==> src/rtl/cpu_pkg.sv <==
// Shared definitions for the CPU pipeline stages: memory-stage FSM states
// and default datapath / memory-timeout parameters.
package cpu_pkg;

  typedef enum logic [0:0] {
    IDLE = 1'b0,
    WAIT = 1'b1
  } state_e;

  localparam int WIDTH_DEF   = 32;
  localparam int TIMEOUT_DEF = 15;

endpackage

==> src/rtl/cpu_step_4_if.sv <==
// Data-memory request/acknowledge bus between the memory stage (master)
// and the data memory (slave).
interface cpu_step_4_if #(
  parameter int WIDTH = 32
);
  logic             req;
  logic             we;
  logic [WIDTH-1:0] addr;
  logic [WIDTH-1:0] wdata;
  logic [WIDTH-1:0] rdata;
  logic             ack;

  modport master (output req, we, addr, wdata, input rdata, ack);
  modport slave  (input req, we, addr, wdata, output rdata, ack);
endinterface

==> src/rtl/mux.sv <==
// Generic N-way selector over packed W-bit inputs; out-of-range selects
// yield zero.
module mux #(
  parameter int W = 32,
  parameter int N = 2,
  localparam int S = (N > 1) ? $clog2(N) : 1
) (
  input  logic [N-1:0][W-1:0] in_data,
  input  logic [S-1:0]        sel,
  output logic [W-1:0]        out_data
);

  // select the addressed input
  always_comb begin
    out_data = {W{1'b0}};
    if (32'(sel) < N) begin
      out_data = in_data[sel];
    end else begin
      out_data = {W{1'b0}};
    end
  end

endmodule

==> src/rtl/cpu_step_4.sv <==
// Memory / branch-resolution stage: drives the data-memory bus, resolves
// beq-style branches and registers the writeback result for step 5.
module cpu_step_4
  import cpu_pkg::*;
#(
  parameter int WIDTH   = WIDTH_DEF,
  parameter int TIMEOUT = TIMEOUT_DEF,
  localparam int ADDR_WIDTH = $clog2(WIDTH)
) (
  input  logic                  clk,
  input  logic                  rst,
  input  logic                  valid_step_4,
  input  logic [WIDTH-1:0]      pc_plus_one_step_4,
  input  logic [WIDTH-1:0]      pc_plus_one_plus_IMM_step_4,
  input  logic [WIDTH-1:0]      out_alu_step_4,
  input  logic                  is_alu_zero_step_4,
  input  logic [WIDTH-1:0]      rdata2_step_4,
  input  logic [ADDR_WIDTH-1:0] rd_step_4,
  input  logic                  mem_read,
  input  logic                  mem_write,
  input  logic                  branch,
  input  logic                  reg_write,
  cpu_step_4_if.master          dmem,
  output logic                  stall_step_4,
  output logic                  branch_taken_step_4,
  output logic [WIDTH-1:0]      branch_target_step_4,
  output logic                  wb_valid_step_5,
  output logic                  wb_reg_write_step_5,
  output logic [WIDTH-1:0]      wb_data_step_5,
  output logic [ADDR_WIDTH-1:0] wb_rd_step_5,
  output logic                  mem_err
);

  localparam int CNT_W = (TIMEOUT > 1) ? $clog2(TIMEOUT) : 1;
  localparam logic [CNT_W-1:0] CNT_LAST = CNT_W'(TIMEOUT - 1);

  state_e                  state_r;
  logic [CNT_W-1:0]        cnt_r;
  logic                    is_load_r;
  logic                    reg_write_r;
  logic [ADDR_WIDTH-1:0]   rd_r;

  logic                    mem_op_s;
  logic                    accept_mem_s;
  logic                    accept_alu_s;
  logic                    ack_s;
  logic                    timeout_s;
  logic                    take_s;
  logic                    wb_sel_s;
  logic [1:0][WIDTH-1:0]   wb_in_s;
  logic [WIDTH-1:0]        wb_data_s;
  logic                    unused_ok_s;

  assign mem_op_s     = mem_read | mem_write;
  assign accept_mem_s = (state_r == IDLE) & valid_step_4 & mem_op_s;
  assign accept_alu_s = (state_r == IDLE) & valid_step_4 & ~mem_op_s;
  assign ack_s        = (state_r == WAIT) & dmem.ack;
  assign timeout_s    = (state_r == WAIT) & ~dmem.ack & (cnt_r == CNT_LAST);
  assign take_s       = branch & is_alu_zero_step_4;
  assign unused_ok_s  = &{1'b0, pc_plus_one_step_4};

  // Upstream is held in the very cycle a memory op is presented, and throughout WAIT.
  assign stall_step_4 = ~rst & ((state_r == WAIT) | accept_mem_s);

  assign wb_sel_s   = (state_r == WAIT);
  assign wb_in_s[0] = out_alu_step_4;
  assign wb_in_s[1] = is_load_r ? dmem.rdata : {WIDTH{1'b0}};

  mux #(.W(WIDTH), .N(2)) u_wb_mux (
    .in_data  (wb_in_s),
    .sel      (wb_sel_s),
    .out_data (wb_data_s)
  );

  // FSM, timeout counter and memory-bus registers
  always_ff @(posedge clk or posedge rst) begin
    if (rst) begin
      state_r     <= IDLE;
      cnt_r       <= {CNT_W{1'b0}};
      is_load_r   <= 1'b0;
      reg_write_r <= 1'b0;
      rd_r        <= {ADDR_WIDTH{1'b0}};
      dmem.req    <= 1'b0;
      dmem.we     <= 1'b0;
      dmem.addr   <= {WIDTH{1'b0}};
      dmem.wdata  <= {WIDTH{1'b0}};
      mem_err     <= 1'b0;
    end else begin
      case (state_r)
        IDLE: begin
          if (accept_mem_s) begin
            state_r     <= WAIT;
            cnt_r       <= {CNT_W{1'b0}};
            is_load_r   <= mem_read;
            reg_write_r <= reg_write;
            rd_r        <= rd_step_4;
            dmem.req    <= 1'b1;
            dmem.we     <= mem_write;
            dmem.addr   <= out_alu_step_4;
            dmem.wdata  <= rdata2_step_4;
          end else begin
            dmem.req <= 1'b0;
          end
        end
        WAIT: begin
          if (dmem.ack) begin
            state_r  <= IDLE;
            dmem.req <= 1'b0;
          end else if (cnt_r == CNT_LAST) begin
            state_r  <= IDLE;
            dmem.req <= 1'b0;
            mem_err  <= 1'b1;
          end else begin
            cnt_r <= cnt_r + CNT_W'(1);
          end
        end
        default: begin
          state_r  <= IDLE;
          dmem.req <= 1'b0;
        end
      endcase
    end
  end

  // Writeback / branch-result registers; valid and taken are one-cycle pulses
  always_ff @(posedge clk or posedge rst) begin
    if (rst) begin
      wb_valid_step_5      <= 1'b0;
      wb_reg_write_step_5  <= 1'b0;
      wb_data_step_5       <= {WIDTH{1'b0}};
      wb_rd_step_5         <= {ADDR_WIDTH{1'b0}};
      branch_taken_step_4  <= 1'b0;
      branch_target_step_4 <= {WIDTH{1'b0}};
    end else begin
      wb_valid_step_5     <= 1'b0;
      branch_taken_step_4 <= 1'b0;
      if (accept_alu_s) begin
        wb_valid_step_5     <= 1'b1;
        wb_data_step_5      <= wb_data_s;
        wb_rd_step_5        <= rd_step_4;
        wb_reg_write_step_5 <= reg_write & ~take_s;
        if (take_s) begin
          branch_taken_step_4  <= 1'b1;
          branch_target_step_4 <= pc_plus_one_plus_IMM_step_4;
        end
      end else if (ack_s) begin
        wb_valid_step_5     <= 1'b1;
        wb_data_step_5      <= wb_data_s;
        wb_rd_step_5        <= rd_r;
        wb_reg_write_step_5 <= is_load_r & reg_write_r;
      end else if (timeout_s) begin
        wb_valid_step_5     <= 1'b1;
        wb_data_step_5      <= {WIDTH{1'b0}};
        wb_rd_step_5        <= rd_r;
        wb_reg_write_step_5 <= 1'b0;
      end else begin
        wb_reg_write_step_5 <= 1'b0;
      end
    end
  end

endmodule
==> src/flat_wrapper.sv <==
// flat-port wrapper written by rule: the top's interface ports become plain ports
module cpu_step_4_flat import cpu_pkg::*;
#(
  parameter int WIDTH   = WIDTH_DEF,
  parameter int TIMEOUT = TIMEOUT_DEF,
  localparam int ADDR_WIDTH = $clog2(WIDTH)
)
  (clk, rst, valid_step_4, pc_plus_one_step_4, pc_plus_one_plus_IMM_step_4, out_alu_step_4, is_alu_zero_step_4, rdata2_step_4, rd_step_4, mem_read, mem_write, branch, reg_write, stall_step_4, branch_taken_step_4, branch_target_step_4, wb_valid_step_5, wb_reg_write_step_5, wb_data_step_5, wb_rd_step_5, mem_err, dmem_req, dmem_we, dmem_addr, dmem_wdata, dmem_rdata, dmem_ack);
  cpu_step_4_if #(.WIDTH(WIDTH)) dmem_i ();
  input  logic clk;
  input  logic rst;
  input  logic valid_step_4;
  input  logic [WIDTH-1:0] pc_plus_one_step_4;
  input  logic [WIDTH-1:0] pc_plus_one_plus_IMM_step_4;
  input  logic [WIDTH-1:0] out_alu_step_4;
  input  logic is_alu_zero_step_4;
  input  logic [WIDTH-1:0] rdata2_step_4;
  input  logic [ADDR_WIDTH-1:0] rd_step_4;
  input  logic mem_read;
  input  logic mem_write;
  input  logic branch;
  input  logic reg_write;
  output logic stall_step_4;
  output logic branch_taken_step_4;
  output logic [WIDTH-1:0] branch_target_step_4;
  output logic wb_valid_step_5;
  output logic wb_reg_write_step_5;
  output logic [WIDTH-1:0] wb_data_step_5;
  output logic [ADDR_WIDTH-1:0] wb_rd_step_5;
  output logic mem_err;
  output wire logic [$bits(dmem_i.req)-1:0] dmem_req;
  output wire logic [$bits(dmem_i.we)-1:0] dmem_we;
  output wire logic [$bits(dmem_i.addr)-1:0] dmem_addr;
  output wire logic [$bits(dmem_i.wdata)-1:0] dmem_wdata;
  input wire logic [$bits(dmem_i.rdata)-1:0] dmem_rdata;
  input wire logic [$bits(dmem_i.ack)-1:0] dmem_ack;
  assign dmem_req = dmem_i.req;
  assign dmem_we = dmem_i.we;
  assign dmem_addr = dmem_i.addr;
  assign dmem_wdata = dmem_i.wdata;
  assign dmem_i.rdata = dmem_rdata;
  assign dmem_i.ack = dmem_ack;
  cpu_step_4 #(.WIDTH(WIDTH), .TIMEOUT(TIMEOUT)) u_core (.clk(clk), .rst(rst), .valid_step_4(valid_step_4), .pc_plus_one_step_4(pc_plus_one_step_4), .pc_plus_one_plus_IMM_step_4(pc_plus_one_plus_IMM_step_4), .out_alu_step_4(out_alu_step_4), .is_alu_zero_step_4(is_alu_zero_step_4), .rdata2_step_4(rdata2_step_4), .rd_step_4(rd_step_4), .mem_read(mem_read), .mem_write(mem_write), .branch(branch), .reg_write(reg_write), .dmem(dmem_i), .stall_step_4(stall_step_4), .branch_taken_step_4(branch_taken_step_4), .branch_target_step_4(branch_target_step_4), .wb_valid_step_5(wb_valid_step_5), .wb_reg_write_step_5(wb_reg_write_step_5), .wb_data_step_5(wb_data_step_5), .wb_rd_step_5(wb_rd_step_5), .mem_err(mem_err));
endmodule
==> config.mk <==
export PLATFORM = sky130hd
export DESIGN_NAME = cpu_step_4_flat
export DESIGN_NICKNAME = d
export VERILOG_FILES = /design/src/rtl/cpu_pkg.sv /design/src/rtl/cpu_step_4_if.sv /design/src/rtl/mux.sv /design/src/rtl/cpu_step_4.sv /design/src/flat_wrapper.sv
export SDC_FILE = /design/constraint.sdc
export NUM_CORES = 1
export LEC_CHECK = 0
export CAP_MARGIN = 5
export CORE_MARGIN = 2
export CORE_UTILIZATION = 43
export CTS_CLUSTER_SIZE = 20
export DETAILED_ROUTE_END_ITERATION = 16
export GPL_ROUTABILITY_DRIVEN = 0
export PLACE_DENSITY = 0.89
export SKIP_LAST_GASP = 1
export SYNTH_ARGS = -nofsm -noshare
export SYNTH_HDL_FRONTEND = slang
export SYNTH_SLANG_ARGS = --single-unit
==> constraint.sdc <==
create_clock -name clk -period 11.9 [get_ports clk]
set_input_delay 2.38 -clock clk [delete_from_list [all_inputs] [get_ports clk]]
set_output_delay 2.38 -clock clk [all_outputs]
set_load 0.03 [all_outputs]
# After elaboration in Yosys (flattened, before gate mapping)
# Index checks and enable logic that the tools add are counted.
# totals
out_inout_bits	140
reg_bits	151
elab_cells	72
# classes
n_reduce_logical	5
bitwise	17
n_lt_le_gt_ge	1
eq_ne	5
n_addsub	1
mux	27
# ops
cell	count
$mux 32	6
$mux 5	3
$mux 1	12
$mux 4	3
$and 1x1->1	10
$pmux 4 s2	1
$reduce_and 3->1	2
$not 1->1	5
$add 4x1->4 const B	1
$eq 4x4->1 const B	1
$ne 2x2->1 const B	2
$pmux 1 s2	2
$reduce_and 2->1	2
$ne 3x3->1 const B	1
$reduce_bool 3->1	1
$lt 1x2->1 const B	1
$ne 2x1->1 const B	1
$or 1x1->1	2

# Longest topological paths before layout
# logic_depth
word_depth	6
depth_mapped	8
depth_no_buf	6

# By module
# From an unflattened synthesis, not the netlist that was laid out.
# hier_totals
cells_unflattened	430
area_unflattened_um2	6553.8
# by_module_without_submodules
mod	cells_per_inst	instances	area_per_inst_um2
cpu_step_4	394	1	6009.5
mux	36	1	544.3

# Worst setup path after synthesis
# OpenSTA, ideal clock, no wires.
# synth_path
path_type	input port to output port
startpoint	in valid_step_4
endpoint	out stall_step_4
arrival_ns	3.303
n_path_buf	1
path_slack_ns	6.217
path_stages	5
cell_sequence	nor2b_4 > o21a_1 > clkbuf_1 > nor2_1 > nor2_1
# synth_between
elab_chain_cells	4
# synth_rtl
element	line	rtl
start: declaration	flat_wrapper.sv:12	input logic valid_step_4;
$and 1x1->1 (2 in series)	cpu_step_4.sv:55	assign accept_mem_s = (state_r == IDLE) & valid_step_4 & mem_op_s;
$or 1x1->1	cpu_step_4.sv:63	assign stall_step_4 = ~rst & ((state_r == WAIT) | accept_mem_s);
$and 1x1->1	cpu_step_4.sv:63	
end: declaration	flat_wrapper.sv:23	output logic stall_step_4;
# No other way between the ends.

# Final worst setup path
# layout_path
startpoint	in mem_read
endpoint	out stall_step_4
# layout_between
elab_chain_cells	4
# layout_rtl
element	line	rtl
start: declaration	flat_wrapper.sv:19	input logic mem_read;
$or 1x1->1	cpu_step_4.sv:54	assign mem_op_s = mem_read | mem_write;
$and 1x1->1	cpu_step_4.sv:55	
$or 1x1->1	cpu_step_4.sv:63	
$and 1x1->1	cpu_step_4.sv:63	
# No other way between the ends.

==> impl_table.tex <==
\begin{tabular}{lr}
\hline
Metric & Value \\
\hline
\multicolumn{2}{l}{\textbf{Status}} \\
Status & finished, final reports clean \\
\multicolumn{2}{l}{\textbf{Power}} \\
Static power due to leakage & around 4.5 nW \\
VDD IR-drop max & 112 uV \\
Total power density per cell area & 213 nW/um2 \\
\multicolumn{2}{l}{\textbf{Die}} \\
Total die area & 15300 um2 \\
Core Area & around 14000 um2 \\
Die Width & between 100 and 150 um \\
IO Count & 314 \\
Floorplan die height & roughly 120 um \\
Starting utilization of the core area & 44.3\% \\
Row cnt & 43 \\
\multicolumn{2}{l}{\textbf{Global route}} \\
Largest net degree at the start of global routing & 85 \\
Aggregate global-route resource usage & a little under a quarter \\
Number of antenna violations at the first check in global routing & 0 \\
Number of global-route vias before repair & 5144 \\
Global-route wire length before repair & 26.4 mm \\
Aggregate global routing overflow & 0 \\
\multicolumn{2}{l}{\textbf{Timing}} \\
Fin. Hold Viols & 0 \\
RSZ-0062 raised after global routing & false \\
Max Freq & around 0.15 GHz \\
Final critical-path required period & 6.52 ns \\
Max transition margin & 30.8\% \\
Worst Clk Skew & roughly 0.0071 ns \\
Number of endpoints failing setup at the final stage & 0 \\
Transition time at the pin with the least slew margin & approximately 1.0 ns \\
Max-slew violation count & 0 \\
Final-layout setup total negative slack & 0 ns \\
Crit share post-route & about 55\% \\
\multicolumn{2}{l}{\textbf{Layout}} \\
Antenna diode count & 0 \\
Layout overhead on the synthesized area & 57.2\% \\
Fraction of layout instances using a drive strength above 1 & 9.53\% \\
Total number of nets in the final design & between 1k and 1.5k \\
Share of the core filled with cells & a little over two thirds \\
\multicolumn{2}{l}{\textbf{CTS}} \\
Count of instances resized after the clock tree is built & 0 \\
Clock root buffer master & sky130\_fd\_sc\_hd\_\_clkbuf\_16 \\
CTS tree & yes \\
Worst-Skew Late Latency & roughly 0.41 ns \\
Maximum root-to-sink buffer count & 2 \\
CTS buffer count & 17 \\
Sinks on the clock net & 151 \\
Number of buffers inserted for hold repair after clock tree synthesis & 0 \\
Post-CTS Setup Repair Bufs & 0 \\
Clk pin slew, worst setup/hold paths & roughly 0.060 ns \\
H-tree levels & 4 \\
\multicolumn{2}{l}{\textbf{Placement}} \\
IO buf count & 281 \\
Half-perimeter wire length of the detailed placement result & between 10 and 15 mm \\
\multicolumn{2}{l}{\textbf{Synthesis}} \\
Avg Synthesized Cell Area & $\sim$10 um2 \\
Mapped Area & between 6000 and 7000 um2 \\
Yosys reg bits & 151 \\
Number of distinct library cells after synthesis & 33 \\
Portion of the post-synthesis area used by sequential elements & slightly above 60\% \\
Number of nets produced by synthesis & 766 \\
Syn Inst Count & between 500 and 600 \\
Number of synthesis warnings & 0 \\
\multicolumn{2}{l}{\textbf{Setup path}} \\
Path depth of the worst reg2reg path & 5 \\
Critical path arrival & 4.14 ns \\
Required arrival time at the worst endpoint & between 9 and 10 ns \\
Worst Path Class, Setup & input port to output port \\
Cell breakdown of the critical path & clkdlybuf4s50\_1 -> o21a\_2 -> nor2\_1 -> nor2\_1 -> clkdlybuf4s50\_1 \\
Critical path fanouts, max & 5 \\
Type of element capturing the critical path & output port \\
Launching element type of the critical path & input port \\
Standard cell with the maximum stage delay on the critical path & sky130\_fd\_sc\_hd\_\_clkdlybuf4s50\_1 \\
Highest cell delay on the worst timing path & $\sim$0.7 ns \\
\multicolumn{2}{l}{\textbf{Routing}} \\
DRC violation count after routing & 0 \\
Drt pass-1 iters & 4 \\
Total Wirelength & between 15 and 20 mm \\
Routed wire per std cell & between 15 and 20 um \\
Total number of vias & 5282 \\
Number of DRC markers after the initial detailed-route iteration & 325 \\
Number of nets still failing antenna checks after routing & 0 \\
Average vias per placed instance & around 5.0 \\
\multicolumn{2}{l}{\textbf{Hold path}} \\
Hold Path Cell Cnt & 1 \\
Path type of the worst min-delay path & flip-flop to flip-flop \\
\multicolumn{2}{l}{\textbf{Flow run}} \\
Number of max-cap violations & 0 \\
\hline
\end{tabular}
[worst max-delay path, delay by kind of cell]
kind                   cells  cell delay, ns
AO/OA/AOI/OAI              1            0.21
buffers and inverters      2            1.37
AND/OR/NAND/NOR            2            0.18
[Yosys cell counts]
master	n	area (um2)
sky130_fd_sc_hd__buf_6	13	146
sky130_fd_sc_hd__inv_4	1	6.26
sky130_fd_sc_hd__buf_2	4	20.0
sky130_fd_sc_hd__o2bb2ai_1	2	17.5
sky130_fd_sc_hd__a21oi_4	1	16.3
sky130_fd_sc_hd__ha_1	2	25.0
sky130_fd_sc_hd__buf_1	1	3.75
sky130_fd_sc_hd__o21ai_2	5	43.8
sky130_fd_sc_hd__nor2b_1	2	12.5
sky130_fd_sc_hd__nor2b_4	1	13.8
sky130_fd_sc_hd__nand2_1	252	946
sky130_fd_sc_hd__nor4b_4	2	47.6
sky130_fd_sc_hd__a31oi_1	1	6.26
sky130_fd_sc_hd__or3_1	1	6.26
sky130_fd_sc_hd__o21a_1	1	7.51
sky130_fd_sc_hd__nor3_1	1	5.00
sky130_fd_sc_hd__nand3_1	12	60.1
sky130_fd_sc_hd__a21oi_1	32	160
sky130_fd_sc_hd__a221oi_1	30	263
sky130_fd_sc_hd__nand2b_1	1	6.26
sky130_fd_sc_hd__clkbuf_1	21	78.8
sky130_fd_sc_hd__and2_4	1	8.76
sky130_fd_sc_hd__inv_1	4	15.0
sky130_fd_sc_hd__nor2_1	3	11.3
sky130_fd_sc_hd__mux2i_1	5	50.1
sky130_fd_sc_hd__and2_1	1	6.26
sky130_fd_sc_hd__dfrtp_1	151	3780
sky130_fd_sc_hd__a21o_1	1	7.51
sky130_fd_sc_hd__o31ai_1	1	7.51
sky130_fd_sc_hd__o21ai_0	3	15.0
sky130_fd_sc_hd__and3_1	1	6.26
sky130_fd_sc_hd__mux2_2	32	360
sky130_fd_sc_hd__a32o_1	1	10.0
[cells in the final DEF (no fill, tap or decap), types with 3 or more instances in the layout]
master | synthesis | routed
sky130_fd_sc_hd__o21ai_2 | 5 | 5
sky130_fd_sc_hd__bufinv_16 | 0 | 6
sky130_fd_sc_hd__a21oi_1 | 32 | 32
sky130_fd_sc_hd__mux2_2 | 32 | 32
sky130_fd_sc_hd__buf_4 | 0 | 7
sky130_fd_sc_hd__dfrtp_1 | 151 | 151
sky130_fd_sc_hd__nand2_1 | 252 | 252
sky130_fd_sc_hd__clkdlybuf4s50_1 | 0 | 281
sky130_fd_sc_hd__nand3_1 | 12 | 12
sky130_fd_sc_hd__mux2i_1 | 5 | 5
sky130_fd_sc_hd__inv_1 | 4 | 3
sky130_fd_sc_hd__clkinv_4 | 0 | 3
sky130_fd_sc_hd__nor2_1 | 3 | 3
sky130_fd_sc_hd__clkbuf_16 | 0 | 17
sky130_fd_sc_hd__a221oi_1 | 30 | 30
[layer usage]
layer	share of wire, %	routed length (um)	global-route usage [%]	vias up
met5	0	0	0	-
met4	3.3	590	10.3	0
met3	7.6	1340	6.32	46
met2	50	8830	38.7	233
met1	39	6850	27.1	2499
li1	-	-	-	2504
[metrics by stage]
stage	cells	hold WS (ns)	cell area [um2]	total power, mW	setup slack, ns
global route	1051	0.486	9700	2.16	5.31
CTS	1051	0.470	9700	2.08	5.37
global placement	1019	0.451	9030	1.45	5.41
finish	1051	0.468	9700	2.06	5.38
floorplan	590	0.445	6170	1.12	5.46
detailed placement	1019	0.455	9030	1.47	5.37
[path summary, 6_finish.rpt]
check | from | to | slack, ns
min in group asynchronous | rst | u_core.dmem.wdata[24]$_DFFE_PP0P_ | 2.45
max reg2reg | u_core.state_r$_DFF_PP0_ | u_core.wb_data_step_5[30]$_DFFE_PP0P_ | 9.31
min | u_core.mem_err$_DFFE_PP0P_ | u_core.mem_err$_DFFE_PP0P_ | 0.47
min reg2reg | u_core.mem_err$_DFFE_PP0P_ | u_core.mem_err$_DFFE_PP0P_ | 0.47
max | mem_read | stall_step_4 | 5.38
max in group asynchronous | rst | u_core.wb_data_step_5[3]$_DFFE_PP0P_ | 7.95
[power breakdown]
part / total [mW] / switching (mW) / internal (mW)
combinational: 0.744 / 0.428 / 0.316
clock: 0.605 / 0.206 / 0.399
sequential: 0.712 / 0.0711 / 0.641
total: 2.06 / 0.705 / 1.36
[sequential cells by signal (all words and copies together) (netlist names)]
name	count
u_core.branch_target_step_4	32
u_core.dmem.addr	32
u_core.dmem.wdata	32
u_core.rd_r	5
u_core.dmem.we	1
u_core.wb_rd_step_5	5
u_core.wb_data_step_5	32
u_core.wb_valid_step_5	1
u_core.wb_reg_write_step_5	1
u_core.state_r	1
u_core.branch_taken_step_4	1
u_core.reg_write_r	1
u_core.is_load_r	1
u_core.mem_err	1
u_core.dmem.req	1
u_core.cnt_r	4
[cell families (layout without fill, tap and decap cells)]
group / count (synthesis) / in the layout / share of synthesized area (%)
muxes: 37 / 37 / 6.65
adders and majority gates: 2 / 2 / 0.406
and+or+nand+nor: 278 / 278 / 18.3
buffers and inverters: 44 / 325 / 4.38
AOI/OAI and AO/OA: 78 / 78 / 8.99
DFF: 151 / 151 / 61.3
[cell type report]
class / count / area (um2)
clock inverters: 12 / 224
inverters: 5 / 26.3
flip-flops and latches: 151 / 3780
repair buffers: 288 / 2870
clock buffers: 20 / 447
fillers: 1026 / 4240
multi-input cells: 395 / 2130
well taps: 180 / 225
Note: power is estimated with default switching activity, not from simulation.
